===== config.mk =====
export PLATFORM = sky130hd
export DESIGN_NAME = hazard_ctrl_unit_flat
export DESIGN_NICKNAME = d
export VERILOG_FILES = /design/src/rtl/hazard_ctrl_unit_if.sv /design/src/rtl/hazard_ctrl_unit.sv /design/src/flat_wrapper.sv
export SDC_FILE = /design/constraint.sdc
export NUM_CORES = 1
export LEC_CHECK = 0
export ABC_AREA = 1
export CORE_AREA = 3 3 83 85
export DETAILED_ROUTE_END_ITERATION = 16
export DIE_AREA = 0 0 86 88
export PLACE_DENSITY_LB_ADDON = 0.3
export SETUP_SLACK_MARGIN = 0.3
export SLEW_MARGIN = 20
export SYNTH_ARGS = -nofsm -noshare
export SYNTH_HDL_FRONTEND = slang
export SYNTH_SLANG_ARGS = --single-unit

===== constraint.sdc =====
create_clock -name clk -period 2.1 [get_ports clk]
set_input_delay 0.42 -clock clk [delete_from_list [all_inputs] [get_ports clk]]
set_output_delay 0.42 -clock clk [all_outputs]
set_load 0.02 [all_outputs]

===== src/rtl/hazard_ctrl_unit_if.sv =====
// Signal bundle between the pipeline datapath and hazard_ctrl_unit.
// The datapath side uses the master modport; the hazard unit uses the slave modport.
`timescale 1ns/1ps
interface hazard_ctrl_unit_if #(
    parameter int unsigned REG_ADDR_W = 5,
    parameter int unsigned CNT_W      = 16
) ();
    logic                  en;
    logic [REG_ADDR_W-1:0] id_rs1;
    logic [REG_ADDR_W-1:0] id_rs2;
    logic                  id_uses_rs1;
    logic                  id_uses_rs2;
    logic [REG_ADDR_W-1:0] ex_rs1;
    logic [REG_ADDR_W-1:0] ex_rs2;
    logic [REG_ADDR_W-1:0] ex_rd;
    logic                  ex_reg_write;
    logic                  ex_mem_read;
    logic                  ex_is_mul;
    logic [REG_ADDR_W-1:0] mem_rd;
    logic                  mem_reg_write;
    logic [REG_ADDR_W-1:0] wb_rd;
    logic                  wb_reg_write;
    logic                  redirect;

    logic [1:0]            fwd_a;
    logic [1:0]            fwd_b;
    logic                  id_byp_a;
    logic                  id_byp_b;
    logic                  stall_pc;
    logic                  stall_if_id;
    logic                  stall_id_ex;
    logic                  flush_if_id;
    logic                  flush_id_ex;
    logic                  flush_ex_mem;
    logic                  mul_busy;
    logic                  mul_done;
    logic [CNT_W-1:0]      stall_cnt;
    logic [CNT_W-1:0]      flush_cnt;

    modport master (
        output en, id_rs1, id_rs2, id_uses_rs1, id_uses_rs2,
               ex_rs1, ex_rs2, ex_rd, ex_reg_write, ex_mem_read, ex_is_mul,
               mem_rd, mem_reg_write, wb_rd, wb_reg_write, redirect,
        input  fwd_a, fwd_b, id_byp_a, id_byp_b,
               stall_pc, stall_if_id, stall_id_ex,
               flush_if_id, flush_id_ex, flush_ex_mem,
               mul_busy, mul_done, stall_cnt, flush_cnt
    );

    modport slave (
        input  en, id_rs1, id_rs2, id_uses_rs1, id_uses_rs2,
               ex_rs1, ex_rs2, ex_rd, ex_reg_write, ex_mem_read, ex_is_mul,
               mem_rd, mem_reg_write, wb_rd, wb_reg_write, redirect,
        output fwd_a, fwd_b, id_byp_a, id_byp_b,
               stall_pc, stall_if_id, stall_id_ex,
               flush_if_id, flush_id_ex, flush_ex_mem,
               mul_busy, mul_done, stall_cnt, flush_cnt
    );
endinterface


===== src/rtl/hazard_ctrl_unit.sv =====
// Hazard controller for the 5-stage core: forwarding, WB bypass, load-use stall,
// multi-cycle multiply hold, redirect flush and saturating stall/flush counters.
`timescale 1ns/1ps
module hazard_ctrl_unit #(
    parameter int unsigned REG_ADDR_W     = 5,
    parameter int unsigned MUL_LAT        = 3,
    parameter bit          BR_RESOLVE_MEM = 1'b1,
    parameter int unsigned CNT_W          = 16
) (
    input  logic              clk,
    input  logic              rst,
    hazard_ctrl_unit_if.slave hif
);
    localparam int unsigned CNT_BITS = (MUL_LAT > 2) ? $clog2(MUL_LAT - 1) : 1;
    localparam logic [CNT_BITS-1:0] CNT_INIT = (MUL_LAT > 1) ? CNT_BITS'(MUL_LAT - 2) : '0;
    localparam bit                  SINGLE_CYCLE_MUL = (MUL_LAT <= 1);
    localparam logic [REG_ADDR_W-1:0] X0      = '0;
    localparam logic [CNT_W-1:0]      CNT_MAX = '1;

    typedef enum logic {IDLE, BUSY} state_t;

    state_t              state;
    logic [CNT_BITS-1:0] cnt;
    logic [CNT_W-1:0]    stall_cnt;
    logic [CNT_W-1:0]    flush_cnt;

    logic [1:0] fwd_a;
    logic [1:0] fwd_b;
    logic       load_use;
    logic       mul_start;
    logic       mul_hold;
    logic       kill_ex;
    logic       mul_done;
    logic       stall_pc;
    logic       stall_if_id;
    logic       stall_id_ex;
    logic       flush_if_id;
    logic       flush_id_ex;
    logic       flush_ex_mem;

    always_comb begin
        fwd_a = 2'b00;
        fwd_b = 2'b00;
        if (hif.mem_reg_write && hif.mem_rd != X0 && hif.mem_rd == hif.ex_rs1)
            fwd_a = 2'b10;
        else if (hif.wb_reg_write && hif.wb_rd != X0 && hif.wb_rd == hif.ex_rs1)
            fwd_a = 2'b01;
        if (hif.mem_reg_write && hif.mem_rd != X0 && hif.mem_rd == hif.ex_rs2)
            fwd_b = 2'b10;
        else if (hif.wb_reg_write && hif.wb_rd != X0 && hif.wb_rd == hif.ex_rs2)
            fwd_b = 2'b01;
    end

    assign hif.id_byp_a = hif.wb_reg_write && hif.wb_rd != X0 && hif.wb_rd == hif.id_rs1;
    assign hif.id_byp_b = hif.wb_reg_write && hif.wb_rd != X0 && hif.wb_rd == hif.id_rs2;

    assign load_use = hif.ex_mem_read && hif.ex_rd != X0 &&
                      ((hif.id_uses_rs1 && hif.ex_rd == hif.id_rs1) ||
                       (hif.id_uses_rs2 && hif.ex_rd == hif.id_rs2));

    // A redirect resolved in MEM kills the instruction in EX, multiply included.
    assign kill_ex   = hif.redirect && BR_RESOLVE_MEM;
    assign mul_start = !SINGLE_CYCLE_MUL && state == IDLE && hif.ex_is_mul;
    assign mul_hold  = mul_start || (state == BUSY && cnt != '0);
    assign mul_done  = !kill_ex && (SINGLE_CYCLE_MUL ? hif.ex_is_mul
                                                     : (state == BUSY && cnt == '0));

    always_comb begin
        stall_pc     = 1'b0;
        stall_if_id  = 1'b0;
        stall_id_ex  = 1'b0;
        flush_if_id  = 1'b0;
        flush_id_ex  = 1'b0;
        flush_ex_mem = 1'b0;
        if (hif.redirect) begin
            flush_if_id  = 1'b1;
            flush_id_ex  = 1'b1;
            flush_ex_mem = BR_RESOLVE_MEM;
        end else if (mul_hold) begin
            stall_pc     = 1'b1;
            stall_if_id  = 1'b1;
            stall_id_ex  = 1'b1;
            flush_ex_mem = 1'b1;
        end else if (load_use) begin
            stall_pc     = 1'b1;
            stall_if_id  = 1'b1;
            flush_id_ex  = 1'b1;
        end
    end

    always_ff @(posedge clk) begin
        if (rst) begin
            state     <= IDLE;
            cnt       <= '0;
            stall_cnt <= '0;
            flush_cnt <= '0;
        end else if (hif.en) begin
            if (stall_pc && stall_cnt != CNT_MAX)
                stall_cnt <= stall_cnt + 1'b1;
            if (hif.redirect && flush_cnt != CNT_MAX)
                flush_cnt <= flush_cnt + 1'b1;
            case (state)
                IDLE: begin
                    if (mul_start && !kill_ex) begin
                        state <= BUSY;
                        cnt   <= CNT_INIT;
                    end
                end
                BUSY: begin
                    if (kill_ex || cnt == '0) begin
                        state <= IDLE;
                        cnt   <= '0;
                    end else begin
                        cnt <= cnt - 1'b1;
                    end
                end
                default: begin
                    state <= IDLE;
                    cnt   <= '0;
                end
            endcase
        end
    end

    assign hif.fwd_a        = fwd_a;
    assign hif.fwd_b        = fwd_b;
    assign hif.stall_pc     = stall_pc;
    assign hif.stall_if_id  = stall_if_id;
    assign hif.stall_id_ex  = stall_id_ex;
    assign hif.flush_if_id  = flush_if_id;
    assign hif.flush_id_ex  = flush_id_ex;
    assign hif.flush_ex_mem = flush_ex_mem;
    assign hif.mul_busy     = (state == BUSY);
    assign hif.mul_done     = mul_done;
    assign hif.stall_cnt    = stall_cnt;
    assign hif.flush_cnt    = flush_cnt;
endmodule

===== src/flat_wrapper.sv =====
// flat-port wrapper written by rule: the top's interface ports become plain ports
module hazard_ctrl_unit_flat 
#(
    parameter int unsigned REG_ADDR_W     = 5,
    parameter int unsigned MUL_LAT        = 3,
    parameter bit          BR_RESOLVE_MEM = 1'b1,
    parameter int unsigned CNT_W          = 16
)
  (clk, rst, hif_en, hif_id_rs1, hif_id_rs2, hif_id_uses_rs1, hif_id_uses_rs2, hif_ex_rs1, hif_ex_rs2, hif_ex_rd, hif_ex_reg_write, hif_ex_mem_read, hif_ex_is_mul, hif_mem_rd, hif_mem_reg_write, hif_wb_rd, hif_wb_reg_write, hif_redirect, hif_fwd_a, hif_fwd_b, hif_id_byp_a, hif_id_byp_b, hif_stall_pc, hif_stall_if_id, hif_stall_id_ex, hif_flush_if_id, hif_flush_id_ex, hif_flush_ex_mem, hif_mul_busy, hif_mul_done, hif_stall_cnt, hif_flush_cnt);
  hazard_ctrl_unit_if #(.REG_ADDR_W(REG_ADDR_W), .CNT_W(CNT_W)) hif_i ();
  input  logic clk;
  input  logic rst;
  input wire logic [$bits(hif_i.en)-1:0] hif_en;
  input wire logic [$bits(hif_i.id_rs1)-1:0] hif_id_rs1;
  input wire logic [$bits(hif_i.id_rs2)-1:0] hif_id_rs2;
  input wire logic [$bits(hif_i.id_uses_rs1)-1:0] hif_id_uses_rs1;
  input wire logic [$bits(hif_i.id_uses_rs2)-1:0] hif_id_uses_rs2;
  input wire logic [$bits(hif_i.ex_rs1)-1:0] hif_ex_rs1;
  input wire logic [$bits(hif_i.ex_rs2)-1:0] hif_ex_rs2;
  input wire logic [$bits(hif_i.ex_rd)-1:0] hif_ex_rd;
  input wire logic [$bits(hif_i.ex_reg_write)-1:0] hif_ex_reg_write;
  input wire logic [$bits(hif_i.ex_mem_read)-1:0] hif_ex_mem_read;
  input wire logic [$bits(hif_i.ex_is_mul)-1:0] hif_ex_is_mul;
  input wire logic [$bits(hif_i.mem_rd)-1:0] hif_mem_rd;
  input wire logic [$bits(hif_i.mem_reg_write)-1:0] hif_mem_reg_write;
  input wire logic [$bits(hif_i.wb_rd)-1:0] hif_wb_rd;
  input wire logic [$bits(hif_i.wb_reg_write)-1:0] hif_wb_reg_write;
  input wire logic [$bits(hif_i.redirect)-1:0] hif_redirect;
  output wire logic [$bits(hif_i.fwd_a)-1:0] hif_fwd_a;
  output wire logic [$bits(hif_i.fwd_b)-1:0] hif_fwd_b;
  output wire logic [$bits(hif_i.id_byp_a)-1:0] hif_id_byp_a;
  output wire logic [$bits(hif_i.id_byp_b)-1:0] hif_id_byp_b;
  output wire logic [$bits(hif_i.stall_pc)-1:0] hif_stall_pc;
  output wire logic [$bits(hif_i.stall_if_id)-1:0] hif_stall_if_id;
  output wire logic [$bits(hif_i.stall_id_ex)-1:0] hif_stall_id_ex;
  output wire logic [$bits(hif_i.flush_if_id)-1:0] hif_flush_if_id;
  output wire logic [$bits(hif_i.flush_id_ex)-1:0] hif_flush_id_ex;
  output wire logic [$bits(hif_i.flush_ex_mem)-1:0] hif_flush_ex_mem;
  output wire logic [$bits(hif_i.mul_busy)-1:0] hif_mul_busy;
  output wire logic [$bits(hif_i.mul_done)-1:0] hif_mul_done;
  output wire logic [$bits(hif_i.stall_cnt)-1:0] hif_stall_cnt;
  output wire logic [$bits(hif_i.flush_cnt)-1:0] hif_flush_cnt;
  assign hif_i.en = hif_en;
  assign hif_i.id_rs1 = hif_id_rs1;
  assign hif_i.id_rs2 = hif_id_rs2;
  assign hif_i.id_uses_rs1 = hif_id_uses_rs1;
  assign hif_i.id_uses_rs2 = hif_id_uses_rs2;
  assign hif_i.ex_rs1 = hif_ex_rs1;
  assign hif_i.ex_rs2 = hif_ex_rs2;
  assign hif_i.ex_rd = hif_ex_rd;
  assign hif_i.ex_reg_write = hif_ex_reg_write;
  assign hif_i.ex_mem_read = hif_ex_mem_read;
  assign hif_i.ex_is_mul = hif_ex_is_mul;
  assign hif_i.mem_rd = hif_mem_rd;
  assign hif_i.mem_reg_write = hif_mem_reg_write;
  assign hif_i.wb_rd = hif_wb_rd;
  assign hif_i.wb_reg_write = hif_wb_reg_write;
  assign hif_i.redirect = hif_redirect;
  assign hif_fwd_a = hif_i.fwd_a;
  assign hif_fwd_b = hif_i.fwd_b;
  assign hif_id_byp_a = hif_i.id_byp_a;
  assign hif_id_byp_b = hif_i.id_byp_b;
  assign hif_stall_pc = hif_i.stall_pc;
  assign hif_stall_if_id = hif_i.stall_if_id;
  assign hif_stall_id_ex = hif_i.stall_id_ex;
  assign hif_flush_if_id = hif_i.flush_if_id;
  assign hif_flush_id_ex = hif_i.flush_id_ex;
  assign hif_flush_ex_mem = hif_i.flush_ex_mem;
  assign hif_mul_busy = hif_i.mul_busy;
  assign hif_mul_done = hif_i.mul_done;
  assign hif_stall_cnt = hif_i.stall_cnt;
  assign hif_flush_cnt = hif_i.flush_cnt;
  hazard_ctrl_unit #(.REG_ADDR_W(REG_ADDR_W), .MUL_LAT(MUL_LAT), .BR_RESOLVE_MEM(BR_RESOLVE_MEM), .CNT_W(CNT_W)) u_core (.clk(clk), .rst(rst), .hif(hif_i));
endmodule

### After elaboration in Yosys (flattened, before gate mapping)

Cells that the tools add are included.
W data, S select, Z words.

* bits of input ports: 46
* output and inout bits: 46
* flip-flop bits (word level): 34
* logic and storage cells: 68

* multiplexer cells: 19
* bitwise logic cells: 2
* $add $sub $neg: 3
* reduce and logical (&&, ||, !) cells: 29
* equality and inequality tests: 11

Operators by type and width (number)
* $eq A5 B5 Y1: 8
* $add A16 B1 Y16 const B: 2
* $ne A16 B16 Y1 const B: 2
* $logic_and A1 B1 Y1: 19
* $mux W1: 15
* $reduce_bool A5 Y1: 3
* $reduce_and A2 Y1: 3
* $mux W2: 2
* $pmux W1 S2: 2
* $logic_or A1 B1 Y1: 3
* $ne A2 B2 Y1 const B: 1
* $not A1 Y1: 2
* $logic_not A1 Y1: 1
* $sub A1 B1 Y1 const B: 1

### Logic depth before layout (Yosys ltp)

Gate-level depths: netlist (run 1).

* depth after elaboration: 9
* depth in mapped cells: 13
* depth with buffers taken out: 12

### Worst setup path after synthesis (run 1)

OpenSTA, ideal clock, no wires.

* path kind: input-to-output
* from: input hif_mem_rd[0]
* to: output hif_fwd_a[0]
* path slack: 0.020 ns
* arrival: 1.660 ns
* buffers on the path: 0
* data required time: 1.680 ns
* stages: 4
* cell sequence: xnor2_1 nand3_1 nor4_1 nor2_1

* word-level cells in the longest chain between the ends: 4
* elaborated cells between the ends (all ways): 5
* classes of those cells: eq/ne (1); mux (1); reduce/logical (3)

RTL lines
* start, declared: RTL line flat_wrapper.sv:24 `input wire logic [$bits(hif_i.mem_rd)-1:0] hif_mem_rd;`
* $reduce_bool A5 Y1: RTL line hazard_ctrl_unit.sv:44 `if (hif.mem_reg_write && hif.mem_rd != X0 && hif.mem_rd == hif.ex_rs1)`
* $logic_and A1 B1 Y1: RTL line hazard_ctrl_unit.sv:44
* $logic_and A1 B1 Y1 (*): RTL line hazard_ctrl_unit.sv:44
* $mux W2 (*): RTL line hazard_ctrl_unit.sv:44
* end, declared: RTL line flat_wrapper.sv:29 `output wire logic [$bits(hif_i.fwd_a)-1:0] hif_fwd_a;`

Every way passes the cells marked *; elsewhere a longest branch is shown, timed or not.

### Worst setup path in the final report (run 1)

* from: input hif_mem_rd[0]
* to: output hif_fwd_b[0]

* word-level cells in the longest chain between the ends: 4
* elaborated cells between the ends (all ways): 5
* classes of those cells: eq/ne (1); mux (1); reduce/logical (3)

RTL lines
* $reduce_bool A5 Y1: RTL line hazard_ctrl_unit.sv:48 `if (hif.mem_reg_write && hif.mem_rd != X0 && hif.mem_rd == hif.ex_rs2)`
* $logic_and A1 B1 Y1: RTL line hazard_ctrl_unit.sv:48
* $logic_and A1 B1 Y1 (*): RTL line hazard_ctrl_unit.sv:48
* $mux W2 (*): RTL line hazard_ctrl_unit.sv:48
* end, declared: RTL line flat_wrapper.sv:30 `output wire logic [$bits(hif_i.fwd_b)-1:0] hif_fwd_b;`

Marks and branches as above.

==> results of run 1 <==
-- worst register-to-register path, stage by stage, from the launching register on --
cell and delay (ps):
dfxtp_1 350, ha_1 180, nand2_2 90, nor2_4 150
nand3_4 110, nor2_4 180, nand4_4 250, nand3_1 200
nand2_1 80, inv_2 50, nor2_2 30
-- cell usage after synthesis, drive strengths merged --
library cell and count:
nand4 22, inv 74, nor3 14, ha 2, nor4 7, xor2 17
or2 1, xnor2 19, o21ai 12, o41ai 1, clkinv 3, nand3 37
clkbuf 6, nand2 112, dfxtp 34, a221oi 1, a21oi 10, nor3b 1
buf 13, nor2 55
-- metrics by stage --
| stage | power, mW | hold WS, ps | TNS (ps) |
|---|---|---|---|
| CTS | 1.86 | 482 | 0 |
| floorplan | 0.879 | 469 | 0 |
| global placement | 1.09 | 461 | -7790 |
| finish | 1.86 | 474 | 0 |
| global route | 1.95 | 489 | 0 |
| detailed placement | 1.09 | 466 | -8660 |
-- sequential cells by signal (all words and copies together), names as in the netlist --
signal	cells
u_core.hif.flush_cnt	16
u_core.hif.stall_cnt	16
u_core.cnt	1
u_core.hif.mul_busy	1
-- worst max-delay path by stage --
| stage | start | to | cells past startpoint |
|---|---|---|---|
| 3_5_place_dp | hif_mem_rd[0] | hif_fwd_a[0] | 6 |
| 3_3_place_gp | hif_wb_rd[2] | hif_id_byp_a | 6 |
| 6_report | hif_mem_rd[0] | hif_fwd_b[0] | 7 |
| 2_1_floorplan | hif_wb_rd[3] | hif_id_byp_a | 5 |
| 5_1_grt | hif_mem_rd[0] | hif_fwd_b[0] | 7 |
| 4_1_cts | hif_mem_rd[1] | hif_fwd_a[0] | 7 |
-- timing repair --
action | CTS | global route
resized for setup | 193 | 57
setup buffers | 4 | 1
gates cloned | 0 | 1
pin swaps | 30 | 30
endpoints found under the setup margin | 35 | 47
-- area by class of cell --
type | instances | area (um^2) | share of cell area
sequential | 34 | 687 | 0.162
timing repair buffer | 135 | 1140 | 0.269
clock buffer | 6 | 82.6 | 0.0194
clock inverter | 2 | 60.1 | 0.0141
tap | 77 | 96.3 | 0.0227
multi-input combinational | 312 | 1890 | 0.445
inverter | 77 | 292 | 0.0686
-- power breakdown --
part	internal (mW)	switching (mW)
Combinational	0.211	0.226
Sequential	0.654	0.00964
Clock	0.507	0.256
Total	1.37	0.491
-- routing by layer --
metal | global-route usage | wire (um) | up-vias
li1 | - | - | 1629
met1 | 0.267 | 3470 | 1464
met2 | 0.391 | 4400 | 83
met3 | 0.0282 | 331 | 5
met4 | 0.0460 | 51 | 0
met5 | 0 | 0 | -
-- logic make-up after synthesis --
| family | count (synthesis) | share of synthesized area |
|---|---|---|
| AOI/OAI and AO/OA | 24 | 0.0457 |
| xor gates and xnor gates | 36 | 0.113 |
| adders and majority gates | 2 | 0.00895 |
| buffers and inverters | 96 | 0.150 |
| DFF | 34 | 0.244 |
| and+or+nand+nor | 249 | 0.440 |
==> results.md, run 1 <==
* WP data arrival at 1440 ps
* Largest net degree at the start of global routing at 31
* Fmax achieved at 537 MHz
* Final period util at 0.886
* I/O Buffers at 90
* Fin util at 0.677
* Reg2reg start: u_core.hif.stall_cnt[0]$_SDFFE_PP0P_
* Final wirelength at 8250 um
* Global-route wire length before repair at 13,200 um
* Mapped Avg Cell Area at 6.34 um^2
* Cell repeated most along the worst path: buf_6
* Placed cell count at 629
* Crit path cell chain: buf_6 -> or2_4 -> o41ai_4 -> buf_4 -> nor4_4 -> nor2_2 -> buf_6
* GRT overflow at 0
* Tot GR Track Use at 0.214
* DR pass1 iterations at 5
* Die X at 86 um
* Core box area at 6280 um^2
* Hold_buf cts at 0
* Rel. slew slack at 0.745
* Chip height at 88 um
* DRT iter0 DRCs at 150
* Peak VDD IR at 398 uV
* CTS buffer count at 5
* RSZ-0062 raised after global routing: true
* Sink Count at 34
* Fillers at 562
* Netlist Area Pre-Place at 2800 um^2
* Max cap viols at 0
* Final nets at 613
* Worst Skew at 6.25 ps
* Gpl congestion at 0.916
* Slowest stage delay, CP at 240 ps
* Clock transition at path regs at 70 ps
* Slowest cell on crit path: or2_4
* Clk buf depth at 2
* Commonest non-fill, non-tap cells in the layout: 101 x nand2_1, 50 x inv_1, 41 x buf_4
* #FFs+latches synth at 34
* CP delay by family, top: buffers and inverters
* Hold-critical path depth at 1
* Via count at 3,181
* Drt via density at 4.95
* Vias in the first global route at 2,967
* Seq/Total Area, Yosys at 0.244
* Netlist cell types at 32
* Htree depth at 2
* Worst hold path class: flop to flop
* Dpl cell area at 4000 um^2
* R2R Path End: u_core.hif.stall_cnt[10]$_SDFFE_PP0P_
* P&R area growth vs syn at 52.0%
* Initial antenna violation count at 0
* Initial Utilization at 0.445
* Area leader, netlist: dfxtp_1
* Lkg Pwr at 2.01 nW
* YS warnings at 0
* Hold endpoint: u_core.cnt$_SDFFE_PP0P_
* Power density of the placed cells at 439 nW/um^2
* Commonest non-fill, non-tap cell in the layout: nand2_1
* TritonCTS clock tree: done
* Post-route ant nets at 0
* R2r worst-path depth at 10
* Critical path startpoint category: primary input
* Status: completed
* Slew @ Worst Pin at 382 ps
* Layout cells sized above 1 at 0.325
* Hold_sp: u_core.hif.mul_busy$_SDFFE_PP0P_
* FP Rows at 29
* Post-synth top area share at 0.244
* Post-Syn Nets at 489
* Total die area at 7570 um^2
* Buffers and inverters on the worst path at 3
* Pins Over Slew Limit at 0
* Post-route insts no fill at 643
* Antenna cells at 0
* Ports at 92
* CP Class: primary input to primary output
* Maximum fanout along the worst path at 2
* Clk_lat worst skew at 290 ps
* Cells after Synth at 441
* Ranking of synthesized cells by area: dfxtp_1 24%, nand2_1 14%, inv_1 7.4%
* Worst reg-to-reg setup slack at 350 ps
* Design Area, Final at 4250 um^2
* DP Worst Slack at -585 ps
* HPWL Detailed at 6060 um
* PnR worst setup slack at 239 ps
* Minimum clock period at 1860 ps
* Crit end category: primary output
* DR DRC count at 0
* Drt wl/cell at 12.8 um
* Worst Path Required at 1680 ps
* Final hold violations at 0
* Clk Tree Root Cell: clkbuf_8
* Count of final setup violators at 0
Power figures use the tool's default switching activity.
==> run 2: changes to the inputs <==
--- a/config.mk
+++ b/config.mk
@@ -5,10 +5,9 @@
 export SDC_FILE = /design/constraint.sdc
 export NUM_CORES = 1
 export LEC_CHECK = 0
-export ABC_AREA = 1
-export CORE_AREA = 3 3 83 85
+export CORE_AREA = 3 3 77 79
 export DETAILED_ROUTE_END_ITERATION = 16
-export DIE_AREA = 0 0 86 88
+export DIE_AREA = 0 0 80 82
 export PLACE_DENSITY_LB_ADDON = 0.3
 export SETUP_SLACK_MARGIN = 0.3
 export SLEW_MARGIN = 20
==> results.md, run 2 <==
* Status: finished, violations left
* Failing checks: negative setup slack
* Final period util at 1.03 (+0.141)
* Top flop regs: u_core.hif.flush_cnt (16), u_core.hif.stall_cnt (16)
* Psw at 502 uW (+2.1%)
* Gpl congestion at 0.795 (-13%)
* Ranking of synthesized cells by area: dfxtp_1 30%, xor2_1 12%, xnor2_1 8.4%
* Internal Power at 1.16 mW (-15%)
* Tot GR Track Use at 0.248 (+0.0336)
* I/O Buffers at 90 (unchanged)
* Clock transition at path regs at 60 ps (about the same)
* Max cap viols at 0 (unchanged)
* #FFs+latches synth at 34 (unchanged)
* HPWL Detailed at 5180 um (-14%)
* Maximum fanout along the worst path at 2 (unchanged)
* Initial Utilization at 0.427 (-0.0184)
* Final hold violations at 0 (unchanged)
* Lkg Pwr at 1.96 nW (-2.4%)
* RSZ-0062 raised after global routing: true
* Pins Over Slew Limit at 0 (unchanged)
* YS warnings at 0 (unchanged)
* Ports at 92 (unchanged)
* TritonCTS clock tree: done
* Synth async-reset ratio at 0 (unchanged)
* Netlist cell types at 40 (+25%)
* Clock share of power at 0.275 (-0.134)
* Minimum clock period at 2160 ps (+296 ps)
* Power density of the placed cells at 368 nW/um^2 (-16%)
* Htree depth at 2 (unchanged)
* Dpl cell area at 3810 um^2 (-4.5%)
* Drt via density at 5.68 (+15%)
* Slew @ Worst Pin at 370 ps (-12.6 ps)
* Hold-critical path depth at 2 (+1)
* DR pass1 iterations at 4 (-1)
* Design Area, Final at 4530 um^2 (+6.5%)
* Worst hold path class: flop to flop
* Critical path startpoint category: primary input
* Hold_sp: u_core.hif.stall_cnt[9]$_SDFFE_PP0P_
* Most used DFF post-synth: dfxtp_1
* Post-route ant nets at 0 (unchanged)
* Cell with the most instances after synthesis: dfxtp_1
* Sink Count at 34 (unchanged)
* Worst Path Required at 1680 ps (about the same)
* Final wirelength at 9330 um (+13%)
* Commonest non-fill, non-tap cells in the layout: 55 x buf_4, 33 x buf_6, 30 x xor2_1
* Core box area at 5410 um^2 (-14%)
* Mapped Avg Cell Area at 8.55 um^2 (+35%)
* Worst Skew at 7.36 ps (+1.11 ps)
* Fin util at 0.837 (+0.161)
* Fmax achieved at 464 MHz (-14%)
* Post-route insts no fill at 502 (-22%)
* Clk_lat worst skew at 290 ps (about the same)
* Peak VDD IR at 451 uV (+13%)
* Area leader, netlist: dfxtp_1
* Vias in the first global route at 2,618 (-12%)
* DRT iter0 DRCs at 106 (-29%)
* P&R area growth vs syn at 96.1%
* WP data arrival at 1740 ps (+300 ps)
* Cells after Synth at 270 (-39%)
* Largest net degree at the start of global routing at 40 (+29%)
* Die X at 80 um (-7.0%)
* Final nets at 477 (-22%)
* PnR worst setup slack at -56.4 ps (-296 ps)
* Post-Syn Nets at 318 (-35%)
* Switching power share of the total at 0.301 (+0.0375)
* Flop pwr share at 0.396 (+0.040)
* Total die area at 6560 um^2 (-13%)
* Seq/Total Area, Yosys at 0.295 (+0.0515)
* Crit end category: primary output
* Reg2reg start: u_core.hif.stall_cnt[11]$_SDFFE_PP0P_
* Clk Tree Root Cell: clkbuf_8
* Global-route wire length before repair at 12,900 um (-2.8%)
* Via count at 2,853 (-10%)
* Clk buf depth at 2 (unchanged)
* Chip height at 82 um (-6.8%)
* Worst reg-to-reg setup slack at 210 ps (-140 ps)
* GRT overflow at 0 (unchanged)
* R2R Path End: u_core.hif.stall_cnt[10]$_SDFFE_PP0P_
* Initial antenna violation count at 1 (+1)
* Post-synth top area share at 0.295 (+0.0515)
* Netlist Area Pre-Place at 2310 um^2 (-17%)
* Placed cell count at 472 (-25%)
* R2r worst-path depth at 6 (-4)
* Rel. slew slack at 0.753 (+0.00800)
* Drt wl/cell at 18.6 um (+45%)
* Count of final setup violators at 2 (+2)
* Hold Slack at 521 ps (+47.1 ps)
* Layout cells sized above 1 at 0.464 (+0.139)
* DR DRC count at 0 (unchanged)
* Post-synth EDFFs at 0 (unchanged)
* Part of the power in combinational logic at 0.329 (+0.094)
* CP Class: primary input to primary output
* Commonest non-fill, non-tap cell in the layout: buf_4
* Commonest cells in the netlist: 34 x dfxtp_1, 31 x xor2_1, 24 x nor2_1
* CTS buffer count at 5 (unchanged)
* TNS Setup at -66.4 ps (-66.4 ps)
* Hold endpoint: u_core.hif.stall_cnt[9]$_SDFFE_PP0P_
* FP Rows at 27 (-6.9%)
==> run 2: cell types whose count changed in the layout (fill, tap and decap cells not counted), sizes merged, moves of 8 or more <==
cell	delta
and3	+8
buf	+32
inv	-72
nand2	-103
nand3	-25
nand4	-13
nor2	-30
nor3	-14
o31ai	+11
or4	+15
xor2	+14
==> run 2: area by class of cell <==
type                       count  area, um^2
tap                           72        90.1
antenna                        1        2.50
inverter                       2        7.51
sequential                    34         691
fill                         304         880
timing repair buffer         163        1530
multi-input combinational    223        2130
clock buffer                   7        76.3
==> run 2: layer usage <==
metal	track usage	vias to the layer above	share of wire
met4	0.0507	0	0.017
li1	-	1340	-
met5	0	-	0
met3	0.0461	20	0.074
met1	0.322	1367	0.41
met2	0.427	126	0.50
==> run 2: kinds of logic (layout without fill, tap and decap cells) <==
family                   Yosys count  in the layout  share of synthesized area
buffers and inverters             17            172                     0.0374
multiplexers                       9              9                     0.0423
AND/OR/NAND/NOR                  109            109                      0.274
other                              0              1                          0
adder cells (fa/ha/maj)            2              2                     0.0108
flip-flops                        34             34                      0.295
AO/OA/AOI/OAI                     46             50                      0.139
XOR/XNOR                          53             53                      0.201
==> run 2: worst max-delay path by stage <==
stage,startpoint,endpoint,depth (start not counted)
2_1_floorplan,hif_wb_rd[0],hif_fwd_a[0],4
3_3_place_gp,hif_wb_rd[0],hif_fwd_a[0],5
3_5_place_dp,hif_wb_rd[0],hif_fwd_b[0],6
4_1_cts,hif_mem_rd[2],hif_fwd_b[0],7
5_1_grt,hif_mem_rd[2],hif_fwd_a[0],7
6_report,hif_ex_rs1[0],hif_fwd_a[0],5
==> run 2: what timing repair did <==
| action | CTS | global route |
|---|---|---|
| hold buffers | 0 | 0 |
| setup endpoints to repair | 35 | 45 |
| pin swaps | 60 | 48 |
| buffers inserted | 10 | 8 |
| cloned | 4 | 0 |
| resized for setup | 225 | 100 |
==> run 2: power by group through the flow <==
stage | clock network [mW] | registers (mW) | logic [mW]
5_1_grt | 0.488 | 0.661 | 0.575
2_1_floorplan | 0 | 0.677 | 0.191
6_report | 0.458 | 0.660 | 0.548
3_5_place_dp | 0 | 0.673 | 0.412
3_3_place_gp | 0 | 0.673 | 0.405
4_1_cts | 0.462 | 0.659 | 0.458
==> run 2: metrics by stage <==
stage,worst slack (ps),power [mW]
6_report,-56.4,1.67
5_1_grt,-78.4,1.72
4_1_cts,-155,1.58
3_5_place_dp,-889,1.09
3_3_place_gp,-850,1.08
2_1_floorplan,48.8,0.868
==> run 2: worst max-delay path: stages <==
cell      delay [ps]
clkbuf_2         110
xor2_1           160
or4_4            550
nor4_4           310
buf_4            190
